$ cat config.mk
export PLATFORM = sky130hd
export DESIGN_NAME = sd_dat_tx
export DESIGN_NICKNAME = d
export VERILOG_FILES = /design/src/rtl/sd_dat_pkg.sv /design/src/rtl/sd_crc16.sv /design/src/rtl/sd_dat_tx.sv
export SDC_FILE = /design/constraint.sdc
export NUM_CORES = 1
export LEC_CHECK = 0
export CORE_ASPECT_RATIO = 1.25
export CORE_MARGIN = 4
export CORE_UTILIZATION = 50
export CTS_CLUSTER_SIZE = 25
export DETAILED_ROUTE_END_ITERATION = 7
export PLACE_DENSITY_LB_ADDON = 0.2
export SYNTH_ARGS = -nofsm -noshare
export SYNTH_HDL_FRONTEND = slang
export SYNTH_SLANG_ARGS = --single-unit
$ cat constraint.sdc
create_clock -name sd_clock -period 4.55 [get_ports sd_clock]
set_clock_uncertainty 0.1 [all_clocks]
set_input_delay 0.91 -clock sd_clock [delete_from_list [all_inputs] [get_ports sd_clock]]
set_output_delay 0.91 -clock sd_clock [all_outputs]
set_load 0.02 [all_outputs]
$ cat src/rtl/sd_dat_pkg.sv
// rtl/sd_dat_pkg.sv - shared types and constants for the SD DAT0 data path
package sd_dat_pkg;

    typedef enum logic [3:0] {
        S_IDLE,
        S_FETCH,
        S_LOAD,
        S_START_BIT,
        S_DATA,
        S_CRC,
        S_END_BIT,
        S_NWR,
        S_STAT_WAIT,
        S_STAT,
        S_BUSY_WAIT,
        S_DONE,
        S_ERROR
    } dat_tx_state_e;

    // CRC16-CCITT, x^16 + x^12 + x^5 + 1
    localparam logic [15:0] CRC16_POLY = 16'h1021;

    // CRC-status tokens returned by the card after each block
    localparam logic [2:0] TOKEN_ACCEPTED  = 3'b010;
    localparam logic [2:0] TOKEN_CRC_ERR   = 3'b101;
    localparam logic [2:0] TOKEN_WRITE_ERR = 3'b110;

    localparam int BYTES_PER_WORD = 4;

endpackage

$ cat src/rtl/sd_crc16.sv
// rtl/sd_crc16.sv - bit-serial CRC16-CCITT shared by the DAT transmit and receive paths
module sd_crc16
    import sd_dat_pkg::*;
(
    input  logic        clk,
    input  logic        reset,
    input  logic        clear,
    input  logic        enable,
    input  logic        bit_in,
    output logic [15:0] crc
);

    logic feedback;

    assign feedback = crc[15] ^ bit_in;

    // Shift one data bit per enabled cycle; clear wins so each block starts from zero
    always_ff @(posedge clk) begin
        if (reset || clear) begin
            crc <= '0;
        end else if (enable) begin
            crc <= {crc[14:0], 1'b0} ^ (feedback ? CRC16_POLY : 16'h0000);
        end
    end

endmodule

$ cat src/rtl/sd_dat_tx.sv
// rtl/sd_dat_tx.sv - SD host DAT0 write-path transmitter fed from the ADMA data FIFO
module sd_dat_tx
    import sd_dat_pkg::*;
#(
    parameter int FIFO_W         = 32,
    parameter int TIMEOUT_CYCLES = 1024,
    parameter int BUSY_TIMEOUT   = 65535
) (
    input  logic              sd_clock,
    input  logic              reset,
    input  logic              start,
    input  logic [11:0]       block_size,
    input  logic [15:0]       block_count,
    input  logic [FIFO_W-1:0] fifo_data,
    input  logic              fifo_empty,
    output logic              fifo_rd_en,
    output logic              dat_out,
    output logic              dat_oe,
    input  logic              dat_in,
    output logic              busy,
    output logic              transfer_complete,
    output logic [15:0]       blocks_done,
    output logic              crc_status_err,
    output logic              timeout_err,
    output logic              underrun_err
);

    localparam logic [15:0] STAT_LIMIT = 16'(TIMEOUT_CYCLES);
    localparam logic [15:0] BUSY_LIMIT = 16'(BUSY_TIMEOUT);

    dat_tx_state_e state_q, state_d;

    logic [FIFO_W-1:0] word_q;
    logic [13:0]       bit_cnt_q;
    logic [15:0]       tmo_cnt_q;
    logic [2:0]        tok_q;
    logic [11:0]       size_q;
    logic [15:0]       count_q;

    logic [13:0] last_bit;
    logic [4:0]  bit_in_word;
    logic        data_bit;
    logic        params_ok;
    logic        more_words;
    logic        prefetch_slot;
    logic [15:0] crc;
    logic        set_underrun;
    logic        set_timeout;
    logic        set_crc_err;
    logic        block_ack;

    assign params_ok   = (block_size != 12'd0) && (block_count != 16'd0) && (block_size[1:0] == 2'b00);
    assign last_bit    = 14'({size_q, 3'b000} - 15'd1);
    assign bit_in_word = bit_cnt_q[4:0];
    // Little-endian bytes, MSB first inside each byte
    assign data_bit    = word_q[{bit_in_word[4:3], ~bit_in_word[2:0]}];
    // Bit 30 of a word: the last word of the block ends at bit_cnt + 1 == last_bit
    assign more_words    = (bit_cnt_q + 14'd1) != last_bit;
    assign prefetch_slot = (bit_in_word == 5'd30) && more_words;

    sd_crc16 u_crc16 (
        .clk    (sd_clock),
        .reset  (reset),
        .clear  (state_q == S_START_BIT),
        .enable (state_q == S_DATA),
        .bit_in (data_bit),
        .crc    (crc)
    );

    // State register
    always_ff @(posedge sd_clock) begin
        if (reset) begin
            state_q <= S_IDLE;
        end else begin
            state_q <= state_d;
        end
    end

    // Next-state decode and line/FIFO/handshake outputs
    always_comb begin
        state_d           = state_q;
        fifo_rd_en        = 1'b0;
        dat_out           = 1'b1;
        dat_oe            = 1'b0;
        busy              = 1'b1;
        transfer_complete = 1'b0;
        set_underrun      = 1'b0;
        set_timeout       = 1'b0;
        set_crc_err       = 1'b0;
        block_ack         = 1'b0;
        case (state_q)
            S_IDLE: begin
                busy = 1'b0;
                if (start) begin
                    state_d = params_ok ? S_FETCH : S_DONE;
                end
            end
            S_FETCH: begin
                if (!fifo_empty) begin
                    fifo_rd_en = 1'b1;
                    state_d    = S_LOAD;
                end
            end
            S_LOAD: begin
                state_d = S_START_BIT;
            end
            S_START_BIT: begin
                dat_oe  = 1'b1;
                dat_out = 1'b0;
                state_d = S_DATA;
            end
            S_DATA: begin
                dat_oe  = 1'b1;
                dat_out = data_bit;
                if (prefetch_slot) begin
                    if (fifo_empty) begin
                        set_underrun = 1'b1;
                        state_d      = S_ERROR;
                    end else begin
                        fifo_rd_en = 1'b1;
                    end
                end else if (bit_cnt_q == last_bit) begin
                    state_d = S_CRC;
                end
            end
            S_CRC: begin
                dat_oe  = 1'b1;
                dat_out = crc[~bit_cnt_q[3:0]];
                if (bit_cnt_q[3:0] == 4'd15) begin
                    state_d = S_END_BIT;
                end
            end
            S_END_BIT: begin
                dat_oe  = 1'b1;
                dat_out = 1'b1;
                state_d = S_NWR;
            end
            S_NWR: begin
                if (bit_cnt_q[0]) begin
                    state_d = S_STAT_WAIT;
                end
            end
            S_STAT_WAIT: begin
                if (!dat_in) begin
                    state_d = S_STAT;
                end else if (tmo_cnt_q >= STAT_LIMIT) begin
                    set_timeout = 1'b1;
                    state_d     = S_ERROR;
                end
            end
            S_STAT: begin
                // Three status bits, then the end bit whose value is not checked
                if (bit_cnt_q[1:0] == 2'd3) begin
                    if (tok_q == TOKEN_ACCEPTED) begin
                        state_d = S_BUSY_WAIT;
                    end else begin
                        set_crc_err = 1'b1;
                        state_d     = S_ERROR;
                    end
                end
            end
            S_BUSY_WAIT: begin
                if (dat_in) begin
                    block_ack = 1'b1;
                    state_d   = ((blocks_done + 16'd1) == count_q) ? S_DONE : S_FETCH;
                end else if (tmo_cnt_q >= BUSY_LIMIT) begin
                    set_timeout = 1'b1;
                    state_d     = S_ERROR;
                end
            end
            S_DONE: begin
                transfer_complete = 1'b1;
                state_d           = S_IDLE;
            end
            S_ERROR: begin
                busy    = 1'b0;
                state_d = S_IDLE;
            end
            default: begin
                state_d = S_IDLE;
            end
        endcase
    end

    // Datapath: word buffer, per-state counters, token shifter, status and progress
    always_ff @(posedge sd_clock) begin
        if (reset) begin
            word_q         <= '0;
            bit_cnt_q      <= '0;
            tmo_cnt_q      <= '0;
            tok_q          <= '0;
            size_q         <= '0;
            count_q        <= '0;
            blocks_done    <= '0;
            crc_status_err <= 1'b0;
            timeout_err    <= 1'b0;
            underrun_err   <= 1'b0;
        end else begin
            // The bit counter restarts on every state change and times each phase
            bit_cnt_q <= (state_d != state_q) ? 14'd0 : bit_cnt_q + 14'd1;

            // Response timeout runs from the end bit and saturates
            if (state_q == S_NWR || state_q == S_STAT_WAIT || state_q == S_BUSY_WAIT) begin
                if (tmo_cnt_q != 16'hFFFF) begin
                    tmo_cnt_q <= tmo_cnt_q + 16'd1;
                end
            end else begin
                tmo_cnt_q <= '0;
            end

            if (state_q == S_LOAD) begin
                word_q <= fifo_data;
            end else if (state_q == S_DATA && bit_in_word == 5'd31 && bit_cnt_q != last_bit) begin
                word_q <= fifo_data;
            end

            if (state_q == S_STAT && bit_cnt_q[1:0] != 2'd3) begin
                tok_q <= {tok_q[1:0], dat_in};
            end

            if (state_q == S_IDLE && start) begin
                size_q         <= block_size;
                count_q        <= block_count;
                blocks_done    <= '0;
                crc_status_err <= 1'b0;
                timeout_err    <= 1'b0;
                underrun_err   <= 1'b0;
            end else begin
                if (block_ack)    blocks_done    <= blocks_done + 16'd1;
                if (set_crc_err)  crc_status_err <= 1'b1;
                if (set_timeout)  timeout_err    <= 1'b1;
                if (set_underrun) underrun_err   <= 1'b1;
            end
        end
    end

endmodule
==> results of run 1 <==
-- synthesized netlist by cell type, types with 8 or more instances --
library cell  instances
nor4_1               13
nor3_1               16
xor2_1               34
clkbuf_1             34
inv_1                11
nand3_1              29
and3_1                9
nand2_1             117
or3_1                 8
ha_1                  8
xnor2_1              46
mux2i_1              40
o21ai_0              27
nor2_1              106
buf_2                 8
mux4_2               15
nand4_1              19
dfxtp_1             131
a21oi_1              55
-- sequential cells by signal, summed over array words and instances (netlist names) --
name            flops
word_q             32
timeout_err         1
blocks_done        16
size_q             11
crc_status_err      1
bit_cnt_q          14
tok_q               3
state_q             4
tmo_cnt_q          16
u_crc16.crc        16
underrun_err        1
count_q            16
-- metal layers --
layer  vias up  share of wire
met5         -              0
met4         0          0.030
met3        48          0.036
met2       162           0.51
met1      2989           0.42
li1       3106              -
-- report_power, final --
group | switching [mW] | total (mW) | internal, mW
Clock | 0.512 | 1.36 | 0.851
Combinational | 0.770 | 1.42 | 0.645
Sequential | 0.143 | 1.42 | 1.27
Total | 1.43 | 4.20 | 2.77
-- logic make-up (layout without fill, tap and decap cells) --
family,after synthesis,count (layout)
buffers and inverters,63,148
AND/OR/NAND/NOR,369,369
XOR/XNOR,84,84
multiplexers,57,57
AO/OA/AOI/OAI,127,127
adder cells (fa/ha/maj),8,8
flip-flops,131,131
-- how the worst min path moves through the flow --
stage | slack [ns] | to
2_1_floorplan | 0.34 | u_crc16.crc[10]$_SDFFE_PP0P_
3_3_place_gp | 0.33 | crc_status_err$_SDFFE_PP0P_
3_5_place_dp | 0.35 | underrun_err$_SDFFE_PP0P_
4_1_cts | 0.35 | underrun_err$_SDFFE_PP0P_
5_1_grt | 0.38 | underrun_err$_SDFFE_PP0P_
6_report | 0.35 | crc_status_err$_SDFFE_PP0P_
-- cell type report --
| cell class | instances | area [um2] |
|---|---|---|
| clock buffers | 21 | 470 |
| clock inverters | 11 | 126 |
| fillers | 1208 | 5160 |
| inverters | 11 | 41.3 |
| multi-input cells | 645 | 4360 |
| flip-flops and latches | 131 | 2620 |
| well taps | 175 | 219 |
| repair buffers | 105 | 1000 |
-- worst max-delay path, cell delays in order (launching register included) --
cell             delay, ns
dfxtp_1               0.37
buf_6                 0.24
mux4_2                0.56
mux4_2                0.46
mux2_2                0.30
mux2i_1               0.13
a21oi_1               0.08
or2_2                 0.30
clkdlybuf4s50_1       0.55
-- stage by stage --
step / instances / util / power (mW) / TNS (ns)
final: 1099 / 0.632 / 4.20 / 0
after global routing: 1099 / 0.632 / 4.44 / 0
after CTS: 1099 / 0.629 / 4.20 / 0
after detailed placement: 1067 / 0.586 / 2.81 / -0.0591
after global placement: 1067 / 0.586 / 2.78 / 0
after floorplan: 839 / - / 2.49 / 0
-- repair_timing --
item	4_1_cts	5_1_grt
gates resized for setup	8	6
endpoints found under the setup margin	1	2
endpoints found under the hold margin	0	0
==> impl_metrics.yaml, run 1 <==
status:
  outcome: "finished clean"
synthesis:
  synthSimpleGateAreaFrac: 0.255
  synth-async-reset-ratio: 0
  synth-seq-cells: 131
  synth-edff-count: 0
  synth_top_family_by_area: "simple AND/OR/NAND/NOR gates"
  synthFlopType: "dfxtp_1"
  synth_compound_area_frac: 0.112
  synth.area.top_cells: "dfxtp_1 (36%), nand2_1 (6.1%), xnor2_1 (5.6%)"
  synth_top_area_frac: 0.363
  synth_nets: 912
  syn_area_mm2: 0.00722
  synth.area.mux_share: 0.105
  synthAdderAreaFrac: 0.0139
  synth-xor-area-share: 0.110
  synth.avg_cell_area_um2: 8.60
  synth_warnings: 0
  synth_top_area_cell: "dfxtp_1"
  syn_inst: 839
  ys_seq_area_frac: 0.363
  ys_types: 70
layout:
  final_common_cell: "dfxtp_1"
  final_area_mm2: 0.00884
  area_delta_synth_final_pct: 22.4
  diodes: 0
  drive_above_1_share: 0.102
  nets: 984
  mostFrequentLayoutCells: "dfxtp_1 (131), nand2_1 (117), nor2_1 (106), clkdlybuf4s50_1 (86), a21oi_1 (55)"
worst_setup_path:
  regToRegEndpoint: "bit_cnt_q[4]$_SDFF_PP0_"
  crit_type: "reg -> out"
  r2r_setup_slack_ns: 0.97
  r2r_cells: 8
  crit_fanout: 15
  timing.rr.start: "blocks_done[2]$_SDFFE_PP0P_"
  crit_end: "dat_out"
  start_kind: "register"
  critical_path.endpoint_type: "primary output"
  critical_path_arrival_ns: 3.40
  setup.worst_path.start: "bit_cnt_q[0]$_SDFF_PP0_"
  worstPathRequired_ns: 3.54
placement:
  portBuffers: 88
  dp_hpwl_mm: 13.2
  dp_slack_ns: -0.0591
  dpl_cell_area_mm2: 0.00820
  routabilityCongestion: 0.954
sta:
  hold_viol: 0
  timing.slew.headroom: 0.254
  holdWs_ns: 0.351
  fmax_mhz: 227
  worst_pin_slew_ns: 1.12
  layout_min_cycle_time_ns: 4.41
  period_share: 0.970
  setup_viol: 0
  final-max-slew-violation-count: 0
  fin_ws_ns: 0.137
  rsz0062_at_grt: "no"
global_routing:
  antenna_found_initial: 0
  first_global_vias: 6217
  grt_max_degree: 46
  overflow: 0
  grt_use_met3: 0.0404
  met1_usage: 0.271
  grtUsageTotal: 0.223
  grt_pass1_wl_mm: 29.7
  grtUsageMet2: 0.382
  busiest_layer: "met2"
floorplanning:
  dieWidth_um: 115
  core-area_mm2: 0.0140
  die_area_mm2: 0.0164
  rows: 48
  die_h_um: 142
  start_util: 0.516
  ios: 89
job:
  cap_violations: 0
clock_network:
  clkLatencyLatePin_ns: 0.42
  cts_made_buffers: 17
  htreeDepth: 4
  root_buffer: "clkbuf_16"
  postCtsSetupBuffers: 0
  cts_tree: "done"
  clock_sinks: 131
  clockBufferDepth: 2
  postCtsHoldBufs: 0
  clk_pin_slew_worst_paths_ns: 0.06
route:
  wirelength_mm: 17.8
  drc_errors: 0
  drt-pass1-iter-count: 5
  wl_per_cell_um: 16.2
  drtIter0Drc: 384
  vias_per_cell: 5.74
  drtAntennaViolNets: 0
  vias: 6305
min_path:
  hold_class: "reg -> reg"
  min_from: "crc_status_err$_SDFFE_PP0P_"
  worstHoldPathCells: 2
pwr:
  p_leak_nw: 3.22
  ir_worst_vdd_uv: 239
  p_per_area_mw_per_mm2: 475
Power figures use the tool's default switching activity.
==> run 2, diff against run 1 <==
--- a/config.mk
+++ b/config.mk
@@ -11,6 +11,7 @@
 export CTS_CLUSTER_SIZE = 25
 export DETAILED_ROUTE_END_ITERATION = 7
 export PLACE_DENSITY_LB_ADDON = 0.2
+export RECOVER_POWER = 50
 export SYNTH_ARGS = -nofsm -noshare
 export SYNTH_HDL_FRONTEND = slang
 export SYNTH_SLANG_ARGS = --single-unit
==> impl_metrics.yaml, run 2 (same netlist as run 1, synthesis figures left out) <==
layout:
  area_delta_synth_final_pct: 22.4
  drive_above_1_share: 0.101
  diodes: 0
  top_register: "word_q"
  mostFrequentLayoutCells: "dfxtp_1 (131), nand2_1 (117), nor2_1 (106), clkdlybuf4s50_1 (70), a21oi_1 (55)"
  largest_register_ffs: 32
  final_cells: 1099
  multi_input_area_mm2: 0.00436
  n_fill_cell: 1210
  nets: 984
  final_common_cell: "dfxtp_1"
  final_area_mm2: 0.00883
  regArea_mm2: 0.00262
floorplanning:
  dieWidth_um: 115
  core-area_mm2: 0.0140
  rows: 48
  die_h_um: 142
  ios: 89
  start_util: 0.516
  die_area_mm2: 0.0164
worst_setup_path:
  worstPathRequired_ns: 3.54
  r2r_setup_slack_ns: 0.71
  timing.rr.start: "state_q[0]$_SDFF_PP0_"
  crit_fanout: 15
  cpPeakStageDelay_ns: 0.56
  crit_buf_inv: 2
  regToRegEndpoint: "bit_cnt_q[4]$_SDFF_PP0_"
  critical_path.endpoint_type: "primary output"
  cp_slowest_cell: "mux4_2"
  r2r_cells: 9
  start_kind: "register"
  crit_path_frequent_cell: "mux4_2"
  crit_path_cell_trace: "buf_6, mux4_2, mux4_2, mux2_2, mux2i_1, a21oi_1, or2_2, clkdlybuf4s50_1"
  crit_type: "reg -> out"
  path_delay_family: "multiplexers"
  critical_path_arrival_ns: 3.41
global_routing:
  antenna_found_initial: 0
  grt_pass1_wl_mm: 29.7
  first_global_vias: 6217
  grtUsageTotal: 0.223
  overflow: 0
  grt_max_degree: 46
route:
  vias_per_cell: 5.72
  drtAntennaViolNets: 0
  drc_errors: 0
  drt-pass1-iter-count: 5
  vias: 6282
  drtIter0Drc: 383
  wirelength_mm: 17.7
  wl_per_cell_um: 16.1
placement:
  dp_hpwl_mm: 13.2
  routabilityCongestion: 0.954
  portBuffers: 88
  dpl_cell_area_mm2: 0.00820
  dp_cells: 1067
clock_network:
  postCtsHoldBufs: 0
  cts_made_buffers: 17
  clock_sinks: 131
  clockBufferDepth: 2
  cts_tree: "done"
  htreeDepth: 4
  root_buffer: "clkbuf_16"
  clk_pin_slew_worst_paths_ns: 0.06
  clkLatencyLatePin_ns: 0.42
min_path:
  hold_class: "reg -> reg"
  min_to: "underrun_err$_SDFFE_PP0P_"
  worstHoldPathCells: 2
  min_from: "underrun_err$_SDFFE_PP0P_"
sta:
  fmax_mhz: 226
  final-max-slew-violation-count: 0
  period_share: 0.970
  setup_viol: 0
  worst_pin_slew_ns: 1.28
  layout_min_cycle_time_ns: 4.42
  timing.slew.headroom: 0.144
  hold_viol: 0
  rsz0062_at_grt: "no"
job:
  cap_violations: 0
status:
  outcome: "finished clean"
pwr:
  p_leak_nw: 3.28
  p_per_area_mw_per_mm2: 474
  ir_worst_vdd_uv: 239
run 2: per-layer routing:
| layer | track usage | wire, um | vias to the layer above |
|---|---|---|---|
| met4 | 0.0989 | 532 | 0 |
| met5 | 0 | 0 | - |
| met3 | 0.0404 | 646 | 45 |
| met2 | 0.382 | 9070 | 157 |
| li1 | - | - | 3103 |
| met1 | 0.271 | 7490 | 2977 |
run 2: tightest hold or removal path, cell delays in order (launching register included):
cell,delay (ns)
dfxtp_1,0.31
inv_1,0.04
a21oi_1,0.05
run 2: timing repair:
item / 4_1_cts / 5_1_grt
gates cloned: 0 / 0
endpoints found under the setup margin: 1 / 2
buffers inserted: 0 / 0
resized for setup: 8 / 6
run 2: how the worst max path moves through the flow:
stage                            end               startpoint  depth (start not counted)  slack [ns]
after global routing         dat_out  bit_cnt_q[0]$_SDFF_PP0_                          8       0.001
after global placement    fifo_rd_en   size_q[1]$_SDFFE_PP0P_                         12        0.03
after detailed placement  fifo_rd_en   size_q[1]$_SDFFE_PP0P_                         12       -0.06
after CTS                    dat_out  bit_cnt_q[0]$_SDFF_PP0_                          8        0.03
final                        dat_out  bit_cnt_q[0]$_SDFF_PP0_                          8        0.13
after floorplan           fifo_rd_en   size_q[0]$_SDFFE_PP0P_                         10         0.1
run 2: final cells by class:
cell class / count / share of cell area
multi-input cells: 645 / 0.493
clock buffers: 21 / 0.0533
inverters: 11 / 0.00467
flip-flops and latches: 131 / 0.297
clock inverters: 11 / 0.0143
repair buffers: 105 / 0.113
well taps: 175 / 0.0248
run 2: through the flow:
stage          setup slack (ns)  total power [mW]  hold WS (ns)   util  setup TNS [ns]
2_1_floorplan            0.0970              2.49         0.342      -               0
3_3_place_gp             0.0308              2.78         0.334  0.586               0
3_5_place_dp            -0.0591              2.81         0.346  0.586         -0.0591
4_1_cts                  0.0262              4.20         0.353  0.629               0
5_1_grt                 0.00134              4.44         0.375  0.631               0
6_report                  0.135              4.19         0.346  0.631               0
run 2: power breakdown:
part	switching, mW	total (mW)	internal [mW]	leakage (nW)
combinational	0.769	1.41	0.642	1.93
clock	0.511	1.36	0.851	0.282
sequential	0.143	1.42	1.27	1.06
==> run 3, diff against run 2 <==
--- a/config.mk
+++ b/config.mk
@@ -10,6 +10,7 @@
 export CORE_UTILIZATION = 50
 export CTS_CLUSTER_SIZE = 25
 export DETAILED_ROUTE_END_ITERATION = 7
+export GPL_ROUTABILITY_DRIVEN = 0
 export PLACE_DENSITY_LB_ADDON = 0.2
 export RECOVER_POWER = 50
 export SYNTH_ARGS = -nofsm -noshare
==> impl_metrics.yaml, run 3 (same netlist as run 1, synthesis figures left out) <==
status:
  outcome: "finished clean"
sta:
  period_share: 0.970
  worst_pin_slew_ns: 1.26
  timing.slew.headroom: 0.163
  fin_ws_ns: 0.136
  holdWs_ns: 0.348
  fin_tns_setup_ns: 0
  layout_min_cycle_time_ns: 4.41
  final-max-slew-violation-count: 0
  fmax_mhz: 227
  hold_viol: 0
  setup_viol: 0
layout:
  drive_above_1_share: 0.109
  final_cells: 1104
  largest_register_ffs: 32
  top_register: "word_q"
  diodes: 0
  final_area_mm2: 0.00886
  mostFrequentLayoutCells: "dfxtp_1 (131), nand2_1 (117), nor2_1 (106), clkdlybuf4s50_1 (72), a21oi_1 (55)"
  area_delta_synth_final_pct: 22.8
  final_common_cell: "dfxtp_1"
  postLayoutCoreUtil: 0.633
  nets: 989
worst_setup_path:
  worstSetupPathDepth: 12
  crit_buf_inv: 3
  start_kind: "register"
  critical_path.endpoint_type: "primary output"
  cpPeakStageDelay_ns: 0.52
  path_delay_family: "simple AND/OR/NAND/NOR gates"
  crit_fanout: 5
  cp_slowest_cell: "or4b_4"
  critical_path_arrival_ns: 3.40
  crit_path_frequent_cell: "or3_4"
  crit_type: "reg -> out"
  crit_path_cell_trace: "inv_2, ha_4, or4b_4, or3_4, and2_1, xnor2_1, nand3_1, o31ai_2, or3_4, a2111oi_4, buf_4, buf_6"
  worstPathRequired_ns: 3.54
  r2r_cells: 7
pwr:
  power.switching_mw: 1.46
  p_leak_nw: 3.28
  ir_worst_vdd_uv: 263
  combPwrFrac: 0.347
  p_per_area_mw_per_mm2: 467
  p_total_mw: 4.14
  seqPwrFrac: 0.343
  intPower_mw: 2.68
  p_sw_frac: 0.353
  clockPowerShare: 0.310
placement:
  dpl_cell_area_mm2: 0.00821
  portBuffers: 88
  dp_cells: 1069
  dp_slack_ns: -0.0482
  dp_hpwl_mm: 13.2
global_routing:
  overflow: 0
  antenna_found_initial: 0
  grt_max_degree: 64
  grt_pass1_wl_mm: 29.9
  grtUsageTotal: 0.225
  first_global_vias: 6213
clock_network:
  cts_made_buffers: 17
  clockBufferDepth: 2
  root_buffer: "clkbuf_16"
  clk_pin_slew_worst_paths_ns: 0.06
  clock_sinks: 131
  htreeDepth: 4
  cts_tree: "done"
  clkLatencyLatePin_ns: 0.43
route:
  drc_errors: 0
  drt-pass1-iter-count: 5
  vias: 6360
  drtIter0Drc: 364
  vias_per_cell: 5.76
  wirelength_mm: 18.0
  wl_per_cell_um: 16.3
  drtAntennaViolNets: 0
floorplanning:
  start_util: 0.516
  core-area_mm2: 0.0140
  dieWidth_um: 115
  die_h_um: 142
  die_area_mm2: 0.0164
  ios: 89
  rows: 48
min_path:
  hold_class: "reg -> reg"
  worstHoldPathCells: 2
job:
  cap_violations: 0
[run 3: cell count changes in the layout (fill, tap and decap cells not counted), sizes merged]
cell,delta
buf,+5
bufinv,-1
clkbuf,-4
clkdlybuf4s50,+2
clkinv,+4
clkinvlp,+1
dlygate4sd3,-2
[run 3: repair_timing]
action                                  in CTS  in global routing
pin swaps                                    0                  4
endpoints found under the setup margin       1                  2
resized for setup                            8                 12
hold buffers                                 0                  0
setup buffers                                0                  3
[run 3: final cells by class]
type / instances / area [um2]
Fill cell: 1184 / 5130
Multi-Input combinational cell: 645 / 4370
Sequential cell: 131 / 2620
Tap cell: 175 / 219
Clock inverter: 15 / 135
Timing Repair Buffer: 110 / 1050
Clock buffer: 17 / 425
Inverter: 11 / 41.3
[run 3: path summary, 6_finish.rpt]
| path | endpoint | from | slack (ns) |
|---|---|---|---|
| worst max register to register | bit_cnt_q[4]$_SDFF_PP0_ | state_q[0]$_SDFF_PP0_ | 0.68 |
| worst max-delay path | fifo_rd_en | size_q[0]$_SDFFE_PP0P_ | 0.14 |
| worst min register to register | crc_status_err$_SDFFE_PP0P_ | crc_status_err$_SDFFE_PP0P_ | 0.35 |
| worst min-delay path | crc_status_err$_SDFFE_PP0P_ | crc_status_err$_SDFFE_PP0P_ | 0.35 |
[run 3: power groups by stage]
stage,logic [mW],registers [mW],clock network (mW)
floorplan,1.12,1.37,0
global placement,1.35,1.42,0
detailed placement,1.39,1.43,0
CTS,1.40,1.41,1.31
global route,1.57,1.44,1.36
finish,1.44,1.42,1.28
[run 3: tightest hold or removal path, delay by kind of cell, from the launching register on]
family | cells | cell delay [ns]
buffers and inverters | 1 | 0.05
DFF | 1 | 0.30
AOI/OAI and AO/OA | 1 | 0.05
[run 3: routing by layer]
layer | routed length, um | global-route usage | up-vias
li1 | - | - | 3116
met5 | 0 | 0 | -
met2 | 9260 | 0.386 | 172
met3 | 761 | 0.0455 | 31
met1 | 7580 | 0.274 | 3041
met4 | 414 | 0.0909 | 0
